File: src/rtl/framebuffer_arbiter.sv
`timescale 1ns/1ps
// Shares the single framebuffer RAM port between display reads (always first), a buffered
// pixel writer and a background full-screen clear that only uses cycles the display leaves idle.
module framebuffer_arbiter #(
  parameter int AW          = 16,
  parameter int DW          = 15,
  parameter int FIFO_DEPTH  = 16,
  parameter int RAM_LATENCY = 1,
  parameter logic [DW-1:0] CLEAR_COLOR = '0
) (
  input  logic                        clock,
  input  logic                        reset,
  input  logic                        disp_req,
  input  logic [AW-1:0]               disp_addr,
  output logic [DW-1:0]               disp_pixel,
  output logic                        disp_pixel_valid,
  input  logic                        wr_valid,
  output logic                        wr_ready,
  input  logic [AW-1:0]               wr_addr,
  input  logic [DW-1:0]               wr_data,
  input  logic                        clear_start,
  output logic                        clear_busy,
  output logic [$clog2(FIFO_DEPTH):0] fifo_level,
  output logic [AW-1:0]               ram_address,
  output logic [DW-1:0]               ram_data,
  output logic                        ram_wren,
  input  logic [DW-1:0]               ram_q
);

  localparam int PW = $clog2(FIFO_DEPTH);
  localparam int LW = PW + 1;

  typedef enum logic {IDLE, CLEAR} state_t;

  state_t state, next_state;

  logic [AW-1:0]        clear_cnt;
  logic [PW-1:0]        rd_ptr, wr_ptr;
  logic [LW-1:0]        level;
  logic [RAM_LATENCY-1:0] valid_sr;

  logic [AW-1:0] fifo_addr [FIFO_DEPTH];
  logic [DW-1:0] fifo_data [FIFO_DEPTH];

  logic push, pop, clear_step, start_clear;

  assign start_clear = (state == IDLE) && clear_start;
  assign wr_ready    = (level < LW'(FIFO_DEPTH)) && (state == IDLE) && !reset;
  assign push        = wr_valid && wr_ready;
  assign clear_busy  = (state == CLEAR) && !reset;
  assign fifo_level  = reset ? '0 : level;

  assign disp_pixel_valid = valid_sr[RAM_LATENCY-1] && !reset;
  assign disp_pixel       = disp_pixel_valid ? ram_q : '0;

  // Port mux: display read, then clear, then FIFO pop. A starting clear discards the FIFO,
  // so its head is not written on that cycle either.
  always_comb begin
    ram_address = disp_addr;
    ram_data    = '0;
    ram_wren    = 1'b0;
    pop         = 1'b0;
    clear_step  = 1'b0;
    if (!reset && !disp_req) begin
      if (state == CLEAR) begin
        ram_address = clear_cnt;
        ram_data    = CLEAR_COLOR;
        ram_wren    = 1'b1;
        clear_step  = 1'b1;
      end else if (level != '0 && !clear_start) begin
        ram_address = fifo_addr[rd_ptr];
        ram_data    = fifo_data[rd_ptr];
        ram_wren    = 1'b1;
        pop         = 1'b1;
      end
    end
  end

  always_comb begin
    next_state = state;
    case (state)
      IDLE:  if (clear_start) next_state = CLEAR;
      CLEAR: if (clear_step && (&clear_cnt)) next_state = IDLE;
      default: next_state = IDLE;
    endcase
  end

  always_ff @(posedge clock) begin
    if (reset) begin
      state     <= IDLE;
      clear_cnt <= '0;
      rd_ptr    <= '0;
      wr_ptr    <= '0;
      level     <= '0;
      valid_sr  <= '0;
    end else begin
      state       <= next_state;
      valid_sr[0] <= disp_req;
      for (int i = 1; i < RAM_LATENCY; i++) valid_sr[i] <= valid_sr[i-1];
      if (start_clear) begin
        clear_cnt <= '0;
        rd_ptr    <= '0;
        wr_ptr    <= '0;
        level     <= '0;
      end else begin
        if (clear_step) clear_cnt <= clear_cnt + AW'(1);
        if (push)       wr_ptr    <= wr_ptr + PW'(1);
        if (pop)        rd_ptr    <= rd_ptr + PW'(1);
        level <= level + LW'(push) - LW'(pop);
      end
    end
  end

  // Storage needs no reset; occupancy is tracked by the pointers and level above.
  always_ff @(posedge clock) begin
    if (push) begin
      fifo_addr[wr_ptr] <= wr_addr;
      fifo_data[wr_ptr] <= wr_data;
    end
  end

endmodule

File: config.mk
export PLATFORM = sky130hd
export DESIGN_NAME = framebuffer_arbiter
export DESIGN_NICKNAME = d
export VERILOG_FILES = /design/src/rtl/framebuffer_arbiter.sv
export SDC_FILE = /design/constraint.sdc
export NUM_CORES = 1
export LEC_CHECK = 0
export ABC_CLOCK_PERIOD_IN_PS = 5580
export CAP_MARGIN = 10
export CORE_UTILIZATION = 45
export CTS_CLUSTER_SIZE = 20
export DETAILED_ROUTE_END_ITERATION = 6
export GPL_TIMING_DRIVEN = 0
export PLACE_DENSITY = 0.67
export RECOVER_POWER = 50
export SLEW_MARGIN = 20
export SYNTH_ARGS = -nofsm -noshare
export SYNTH_HDL_FRONTEND = slang
export SYNTH_SLANG_ARGS = --single-unit
File: constraint.sdc
create_clock -name clock -period 5.58 [get_ports clock]
set_input_delay 1.395 -clock clock [delete_from_list [all_inputs] [get_ports clock]]
set_output_delay 1.395 -clock clock [all_outputs]
set_load 0.005 [all_outputs]
Word level (Yosys, flattened, before mapping)
Memory sizes are Yosys's and may differ from the RTL's. A register that Yosys moved wholly into a read port is not among the register bits.
Cells that the tools add are included.
{"block": "word_totals", "reg_bits": 31, "ram_bits": 496, "inputBits": 67, "output_inout_bits": 55, "word_cells": 54, "mem_count": 2}
{"name": "fifo_addr", "depth": 16, "word_bits": 16, "read_ports": 1, "rd_clocked_by_memory_dff": 1, "wr": 1, "line_no": "42", "text": "logic [AW-1:0] fifo_addr [FIFO_DEPTH];"}
{"name": "fifo_data", "depth": 16, "word_bits": 15, "read_ports": 1, "rd_clocked_by_memory_dff": 1, "wr": 1, "line_no": "43", "text": "logic [DW-1:0] fifo_data [FIFO_DEPTH];"}
{"block": "classes", "addsub": 5, "n_lt_le_gt_ge": 1, "mux": 24, "bitwise": 1, "n_reduce_logical": 15}
{"cell": "$mux 15", "n": 4}
{"cell": "$mux 16", "n": 3}
{"cell": "$add 16x1->16 const B", "n": 1}
{"cell": "$mux 4", "n": 4}
{"cell": "$reduce_and 16->1", "n": 1}
{"cell": "$mux 1", "n": 11}
{"cell": "$logic_and 1x1->1", "n": 9}
{"cell": "$add 4x1->4 const B", "n": 2}
{"cell": "$add 5x1->5", "n": 1}
{"cell": "$lt 5x5->1 const B", "n": 1}
{"cell": "$mux 5", "n": 1}
{"cell": "$reduce_bool 5->1", "n": 1}
{"cell": "$sub 5x1->5", "n": 1}
{"cell": "$logic_not 1->1", "n": 3}
{"cell": "$pmux 1 s2", "n": 1}
{"cell": "$reduce_or 2->1", "n": 1}
{"cell": "$not 1->1", "n": 1}

Logic depth before layout (Yosys ltp)
Gate-level depths: netlist of the first run.
{"block": "depth", "depth_word": 7, "ltp_mapped": 13, "ltp_nobuf": 13}

Worst setup path before layout of the first run
OpenSTA, ideal clock, no wires.
{"block": "synth_timing", "kind": "in2reg", "start": "in reset", "end": "mem fifo_addr[3][0] (enable)", "setup_time_ns": 0.458, "t_arrival_ns": 4.543, "required_ns": 5.122, "setup_slack_ns": 0.580, "path_stages": 4, "path_buffers": 1, "path_cell_list": "buf_6 nor4b_2 nand2_1 nor3_1"}
{"block": "synth_via", "elab_chain_len": 5}
{"item": "from (decl)", "line_no": "12", "text": "input logic reset,"}
{"item": "$logic_not 1->1", "line_no": "48", "text": "assign wr_ready = (level < LW'(FIFO_DEPTH)) && (state == IDLE) && !reset;"}
{"item": "$logic_and 1x1->1", "line_no": "48"}
{"item": "$logic_and 1x1->1", "line_no": "49", "text": "assign push = wr_valid && wr_ready;"}
{"item": "$mux 1", "line_no": "116", "text": "if (push) begin"}
{"item": "$mux 1 (implied by the code)", "line_no": "117", "text": "fifo_addr[wr_ptr] <= wr_addr;"}
{"item": "to (decl)", "line_no": "42"}
Every way passes these cells.

Final worst setup path of the first run
{"block": "layout_timing", "start": "in disp_req", "end": "out ram_address[13]"}
{"block": "layout_via", "elab_chain_len": 3}
{"item": "from (decl)", "line_no": "13", "text": "input logic disp_req,"}
{"item": "$logic_not 1->1", "line_no": "64", "text": "if (!reset && !disp_req) begin"}
{"item": "$logic_and 1x1->1", "line_no": "64"}
{"item": "$mux 16", "line_no": "64"}
{"item": "to (decl)", "line_no": "24", "text": "output logic [AW-1:0] ram_address,"}
Every way passes these cells.

==> summary.txt, run 1 <==
Floorplan
  • Core area: 45600 um^2
  • Die Width: 218 um
  • Die ar.: 47300 um^2
  • Die height: 218 um
  • Starting density of the core: 45.9%
  • # IOs: 122
  • Cell Rows: 78

Run
  • # Max-Cap Violations: 1

Synthesis
  • Asr flop ratio synth: 0%
  • Yosys warns: 0
  • Top FF cell, synth: edfxtp_1
  • Synth top area share: 71.2%
  • Syn_area_per_cell: 19.9 um^2
  • Mapped Area: 20900 um^2
  • Post-Syn Nets: 1132
  • EDFF count, synth: 496
  • Synth Register Bits: 531
  • Most frequent cells after synthesis: 496 x edfxtp_1, 122 x mux4_2, 43 x nor2_1, 37 x mux2i_1, 35 x dfxtp_1
  • Largest cells by area after synthesis: edfxtp_1 71%, mux4_2 13%, dfxtp_1 3.4%
  • Seq/Total Area, Yosys: 74.6%
  • Most common cell in the netlist: edfxtp_1
  • Yosys cell types: 47
  • Syn Inst Count: 1053
  • Cell type with the highest aggregate area in the netlist: edfxtp_1

Detailed routing
  • ANT nets after route: 0
  • WL final: 47900 um
  • Via-to-Cell Ratio: 5.68
  • Remaining DRCs: 0
  • DRC violation total after the first TritonRoute iteration: 1090
  • Pre-antenna DRT Iters: 5
  • Mean routed wirelength per cell: 25.1 um
  • Vias: 10837

Critical path
  • Worst Path Max Fanout: 8
  • Worst path arrival time: 4.09 ns
  • Cell chain of the critical path: clkdlybuf4s50_1 -> or2_2 -> clkbuf_1 -> a22o_1 -> a21oi_1 -> or3b_2 -> clkdlybuf4s50_1
  • Critical path required time: 4.18 ns
  • Cell mode on critical path: clkdlybuf4s50_1
  • Startpoint Class: primary input
  • Slowest CP cell: clkdlybuf4s50_1
  • Max incr delay on CP: 0.53 ns
  • Critical path type: in -> out
  • CP endpoint kind: output pin

Power and ir drop
  • Clock network fraction of design power: 42.1%
  • Sequential share of power: 53.8%
  • Power density over the cells: 322 nW/um^2
  • Worst ir drop on vdd: 0.000208 V
  • Internal Pwr Total: 6.50 mW
  • Total power: 8.15 mW
  • Psw: 1.65 mW
  • Comb pwr share: 4.1%
  • Switching Share: 20.3%
  • Leak: 7.91 nW

Clock tree
  • TritonCTS buffer count: 53
  • Cts hold-fix bufs: 0
  • Clock sinks: 531
  • Max clock buf depth: 3
  • TritonCTS clock tree: done
  • Clock latency on the worst-skew pair: 0.59 ns
  • Clock-pin transition on the worst setup and hold timing paths: 0.06 ns
  • Htree depth: 2
  • Root Driver: clkbuf_16

Final layout
  • Finished Core Util: 55.6%
  • Fill cells: 3405
  • P&R area growth vs syn: 21.1%
  • Layout Cells excl Fill: 1908
  • # nets final: 1345
  • Fin area: 25300 um^2
  • Share of layout cells above drive strength 1: 23.3%

Placed design
  • Final Wtd Congestion: 0.821
  • Post-Place Setup Slack: -0.957 ns
  • Port bufs: 120
  • Post-DP HPWL: 31700 um
  • Placed Cells incl. Taps: 1811
  • Post-DP Area: 23600 um^2

Global routing
  • Global route overflow: 0
  • Gr usage total: 20.6%
  • First-pass GRT wire length: 71300 um
  • Largest net degree at the start of global routing: 19
  • Initial antenna violation count: 5
  • Number of global-route vias before repair: 11076

Worst hold path
  • Hold crit path type: reg -> reg

Timing
  • Hold Slack: 0.511 ns
  • Setup violators final: 0
  • Final cycle utilization of the critical path: 98.2%
  • Final Critical Period: 5.48 ns
  • Clock Skew: 0.0136 ns
  • Setup TNS: 0 ns
  • Worst slew pin tran: 1.68 ns
  • RSZ-0062 raised after global routing: no
  • Final Hold Viols: 0
  • Rel. slew slack: -13.7%
  • Max Freq: 182 MHz
  • Slew Limit Fails: 11
  • Post-route setup slack: 0.0977 ns

Outcome
  • Failing checks: capacitance limit, slew limit
  • Status: finished with violations
[kinds of logic (layout without fill, tap and decap cells)]
| logic type | count (synthesis) | in the layout | share of synthesized area [%] |
|---|---|---|---|
| other cells | 0 | 1 | 0 |
| compound gates | 72 | 72 | 2.10 |
| buf+inv | 66 | 320 | 1.37 |
| xor+xnor | 17 | 17 | 0.712 |
| mux | 187 | 187 | 16.4 |
| flops | 531 | 531 | 74.6 |
| simple gates | 168 | 168 | 4.09 |
| fa+ha+maj | 12 | 12 | 0.754 |
[placed cells by master, fill, tap and decap left out, drive strengths merged, types with 21 or more instances in the layout]
master / netlist / layout
clkdlybuf4s50: 0 / 88
nand2: 33 / 33
clkinv: 0 / 23
mux2i: 37 / 37
o21ai: 21 / 21
buf: 30 / 63
dlygate4sd3: 0 / 32
nand3: 24 / 24
mux2: 28 / 28
mux4: 122 / 122
edfxtp: 496 / 496
clkbuf: 23 / 94
dfxtp: 35 / 35
nor2: 43 / 43
[worst max-delay path, delay by kind of cell]
kind	cells	cell delay [ns]
compound gates	2	0.60
buf+inv	3	1.24
simple gates	2	0.85
[state kept, by name, summed over array words and instances, names as in the netlist, named ones only]
| name | cells |
|---|---|
| wr_ptr | 4 |
| clear_cnt | 16 |
| rd_ptr | 4 |
| fifo_addr | 256 |
| fifo_data | 240 |
| level | 5 |
| state | 1 |
| valid_sr | 1 |
[layer usage]
layer / track usage [%] / share of wire (%) / vias to the layer above
met2: 33.8 / 49 / 412
met3: 3.86 / 7.3 / 80
met5: 0 / 0.077 / -
li1: - / - / 4740
met1: 28.2 / 41 / 5599
met4: 5.96 / 2.6 / 6
[power groups by stage]
stage	clock (mW)	combinational (mW)	sequential, mW
3_3_place_gp	0	0.315	4.47
2_1_floorplan	0	0.137	4.47
3_5_place_dp	0	0.333	4.47
4_1_cts	3.48	0.342	4.38
5_1_grt	3.62	0.365	4.38
6_report	3.43	0.337	4.38
[worst paths after layout]
check	startpoint	to	slack, ns	depth (start not counted)
hold / removal	clear_cnt[15]$_SDFFE_PP0P_	clear_cnt[15]$_SDFFE_PP0P_	0.51	1
setup / recovery	disp_req	ram_address[13]	0.1	7
hold reg to reg	clear_cnt[15]$_SDFFE_PP0P_	clear_cnt[15]$_SDFFE_PP0P_	0.51	1
setup reg to reg	state$_SDFF_PP0_	fifo_data[3][4]$_DFFE_PP_	1.52	7
[what timing repair did]
item                       4_1_cts  5_1_grt
setup endpoints to repair       27        7
buffers inserted                 1        0
pin swaps                        1        1
gates resized for setup         13        3
hold endpoints to repair         0        0
[area by class of cell]
class                   instances  area [um^2]  area share, %
flip-flops and latches        531        15600           61.6
multi-input cells             456         5190           20.5
repair buffers                159         1830           7.22
clock buffers                  66         1420           5.60
well taps                     600          751           2.96
plain buffers                  52          245          0.969
clock inverters                30          241          0.954
inverters                      13         48.8          0.193
diodes                          1         2.50        0.00988
Note: power is estimated with default switching activity, not from simulation.
==> run 2, diff against run 1 <==
CORE_MARGIN = 3   (was default)
GPL_ROUTABILITY_DRIVEN = 0   (was default)
==> run 2 against run 1 <==
The run ends with DRC, capacitance limit, slew limit left. Sequential power about the same. Register-to-register slack better by 0.18 ns. Via count about the same. First-iteration DRC count down 12%. Sequential share of layout area up 0.27 points. Count of clock-buffer cells in the layout up 2. Highest routed layer unchanged.
==> summary.txt, run 2 (synthesized netlist as in run 1, its figures left out) <==
Timing
  • Setup TNS: 0 ns (unchanged)
  • Clock Skew: 0.0148 ns (+0.00117 ns)
  • Setup violators final: 0 (unchanged)
  • RSZ-0062 raised after global routing: no
  • Final cycle utilization of the critical path: 97.8% (-0.43 points)
  • Max Freq: 183 MHz (+0.44%)
  • Rel. slew slack: -8.50% (+5.2 points)
  • Post-route setup slack: 0.121 ns (+0.0238 ns)
  • Worst slew pin tran: 1.60 ns (-0.0776 ns)
  • Slew Limit Fails: 11 (unchanged)
  • Final Critical Period: 5.46 ns (-0.0238 ns)
  • Final Hold Viols: 0 (unchanged)

Outcome
  • Failing checks: DRC, capacitance limit, slew limit
  • Status: finished with violations

Placed design
  • Post-Place Setup Slack: -1.07 ns (-0.109 ns)
  • Port bufs: 120 (unchanged)
  • Placed Cells incl. Taps: 1811 (unchanged)
  • Post-DP HPWL: 31800 um (+0.57%)

Detailed routing
  • Remaining DRCs: 2 (+2)
  • Mean routed wirelength per cell: 25.5 um (+1.5%)
  • Pre-antenna DRT Iters: 7 (+2)
  • ANT nets after route: 0 (unchanged)
  • DRC violation total after the first TritonRoute iteration: 958 (-12%)
  • Vias: 10842 (+0.046%)
  • Via-to-Cell Ratio: 5.68 (about the same)
  • WL final: 48600 um (+1.5%)

Critical path
  • Critical path launch point: clear_start
  • Slowest CP cell: or4_4
  • Critical path type: in -> out
  • Worst r2r src: state$_SDFF_PP0_
  • Worst path arrival time: 4.06 ns (-0.03 ns)
  • Worst Path Max Fanout: 10 (+2)
  • Max incr delay on CP: 0.61 ns (+0.08 ns)
  • Cell mode on critical path: clkdlybuf4s50_1
  • CP endpoint kind: output pin
  • Startpoint Class: primary input
  • Cell chain of the critical path: clkdlybuf4s50_1 -> or4_4 -> nor2_4 -> nand2_2 -> clkbuf_8 -> o22ai_2 -> clkdlybuf4s50_1
  • Critical path required time: 4.18 ns (about the same)

Floorplan
  • Core area: 45700 um^2 (+0.21%)
  • Die Width: 222 um (+1.8%)
  • Die ar.: 49100 um^2 (+3.7%)
  • Starting density of the core: 45.8% (-0.098 points)
  • Cell Rows: 78 (unchanged)
  • # IOs: 122 (unchanged)
  • Die height: 222 um (+1.8%)

Worst hold path
  • Hold Startpoint: clear_cnt[15]$_SDFFE_PP0P_
  • Hold crit path type: reg -> reg

Final layout
  • Commonest non-fill, non-tap cells in the layout: 496 x edfxtp_1, 122 x mux4_2, 88 x clkdlybuf4s50_1
  • Layout Cells excl Fill: 1908 (unchanged)
  • # nets final: 1344 (-0.074%)
  • Most common cell after layout, fill and taps aside: edfxtp_1
  • Max reg flops: 256 (unchanged)
  • Share of layout cells above drive strength 1: 23.0% (-0.29 points)
  • P&R area growth vs syn: 20.5%
  • Largest registers: fifo_addr: 256 flops, fifo_data: 240 flops, clear_cnt: 16 flops
  • Biggest register: fifo_addr

Clock tree
  • Max clock buf depth: 3 (unchanged)
  • Cts hold-fix bufs: 0 (unchanged)
  • Clock latency on the worst-skew pair: 0.58 ns (about the same)
  • Clock-pin transition on the worst setup and hold timing paths: 0.06 ns (about the same)
  • TritonCTS clock tree: done
  • Clock sinks: 531 (unchanged)
  • Root Driver: clkbuf_16
  • Htree depth: 2 (unchanged)
  • TritonCTS buffer count: 53 (unchanged)

Power and ir drop
  • Worst ir drop on vdd: 0.000232 V (+12%)
  • Power density over the cells: 317 nW/um^2 (-1.6%)
  • Total power: 7.99 mW (-2.0%)
  • Leak: 7.87 nW (-0.55%)

Global routing
  • Routing usage on met2: 32.4% (-1.5 points)
  • Largest net degree at the start of global routing: 21 (+2)
  • Gr usage total: 19.8% (-0.83 points)
  • Global route overflow: 0 (unchanged)
  • Number of global-route vias before repair: 11277 (+1.8%)
  • First-pass GRT wire length: 72900 um (+2.3%)
  • Initial antenna violation count: 3 (-2)
  • Met1 Use GR: 27.5% (-0.78 points)
  • Met3 usage: 4.30% (+0.44 points)
  • Most utilized layer in the global route result: met2

Run
  • # Max-Cap Violations: 1 (unchanged)
[run 2: report_power, final]
group          total [mW]  internal (mW)  switching [mW]  leakage (nW)
clock                3.27           1.84            1.43         0.774
sequential           4.38           4.37          0.0106          4.75
combinational       0.334          0.150           0.184          2.35
[run 2: metrics by stage]
stage | util [%] | hold WS [ns] | area [um^2]
2_1_floorplan | - | 0.462 | 20900
3_3_place_gp | 50.1 | 0.490 | 22900
3_5_place_dp | 51.7 | 0.499 | 23600
4_1_cts | 55.3 | 0.508 | 25200
5_1_grt | 55.2 | 0.547 | 25200
6_report | 55.2 | 0.509 | 25200
[run 2: critical path, delay by kind of cell]
| family | cells | cell delay, ns |
|---|---|---|
| AOI/OAI and AO/OA | 1 | 0.25 |
| and+or+nand+nor | 3 | 1.07 |
| buffers and inverters | 3 | 1.32 |
[run 2: path summary, 6_finish.rpt]
kind | endpoint | slack, ns | cells past startpoint
setup / recovery | ram_data[6] | 0.12 | 7
hold reg to reg | clear_cnt[15]$_SDFFE_PP0P_ | 0.51 | 1
hold / removal | clear_cnt[15]$_SDFFE_PP0P_ | 0.51 | 1
setup reg to reg | fifo_data[2][11]$_DFFE_PP_ | 1.70 | 7
[run 2: final cells by class]
cell class,count,area [um^2]
antenna,2,5.00
buffer,51,240
clock buffer,68,1430
clock inverter,28,151
fill,3509,20500
inverter,13,48.8
multi-input combinational,456,5180
sequential,531,15600
tap,600,751
timing repair buffer,159,1810
[run 2: metal layers]
metal / vias up / share of wire (%)
met1: 5636 / 42
met2: 401 / 49
met4: 2 / 2.1
li1: 4734 / -
met5: - / 0.027
met3: 69 / 7.1
[run 2: timing repair]
| action | CTS | global route |
|---|---|---|
| buffers inserted | 1 | 0 |
| resized for setup | 13 | 2 |
| pin swaps | 1 | 1 |
| setup endpoints to repair | 28 | 13 |
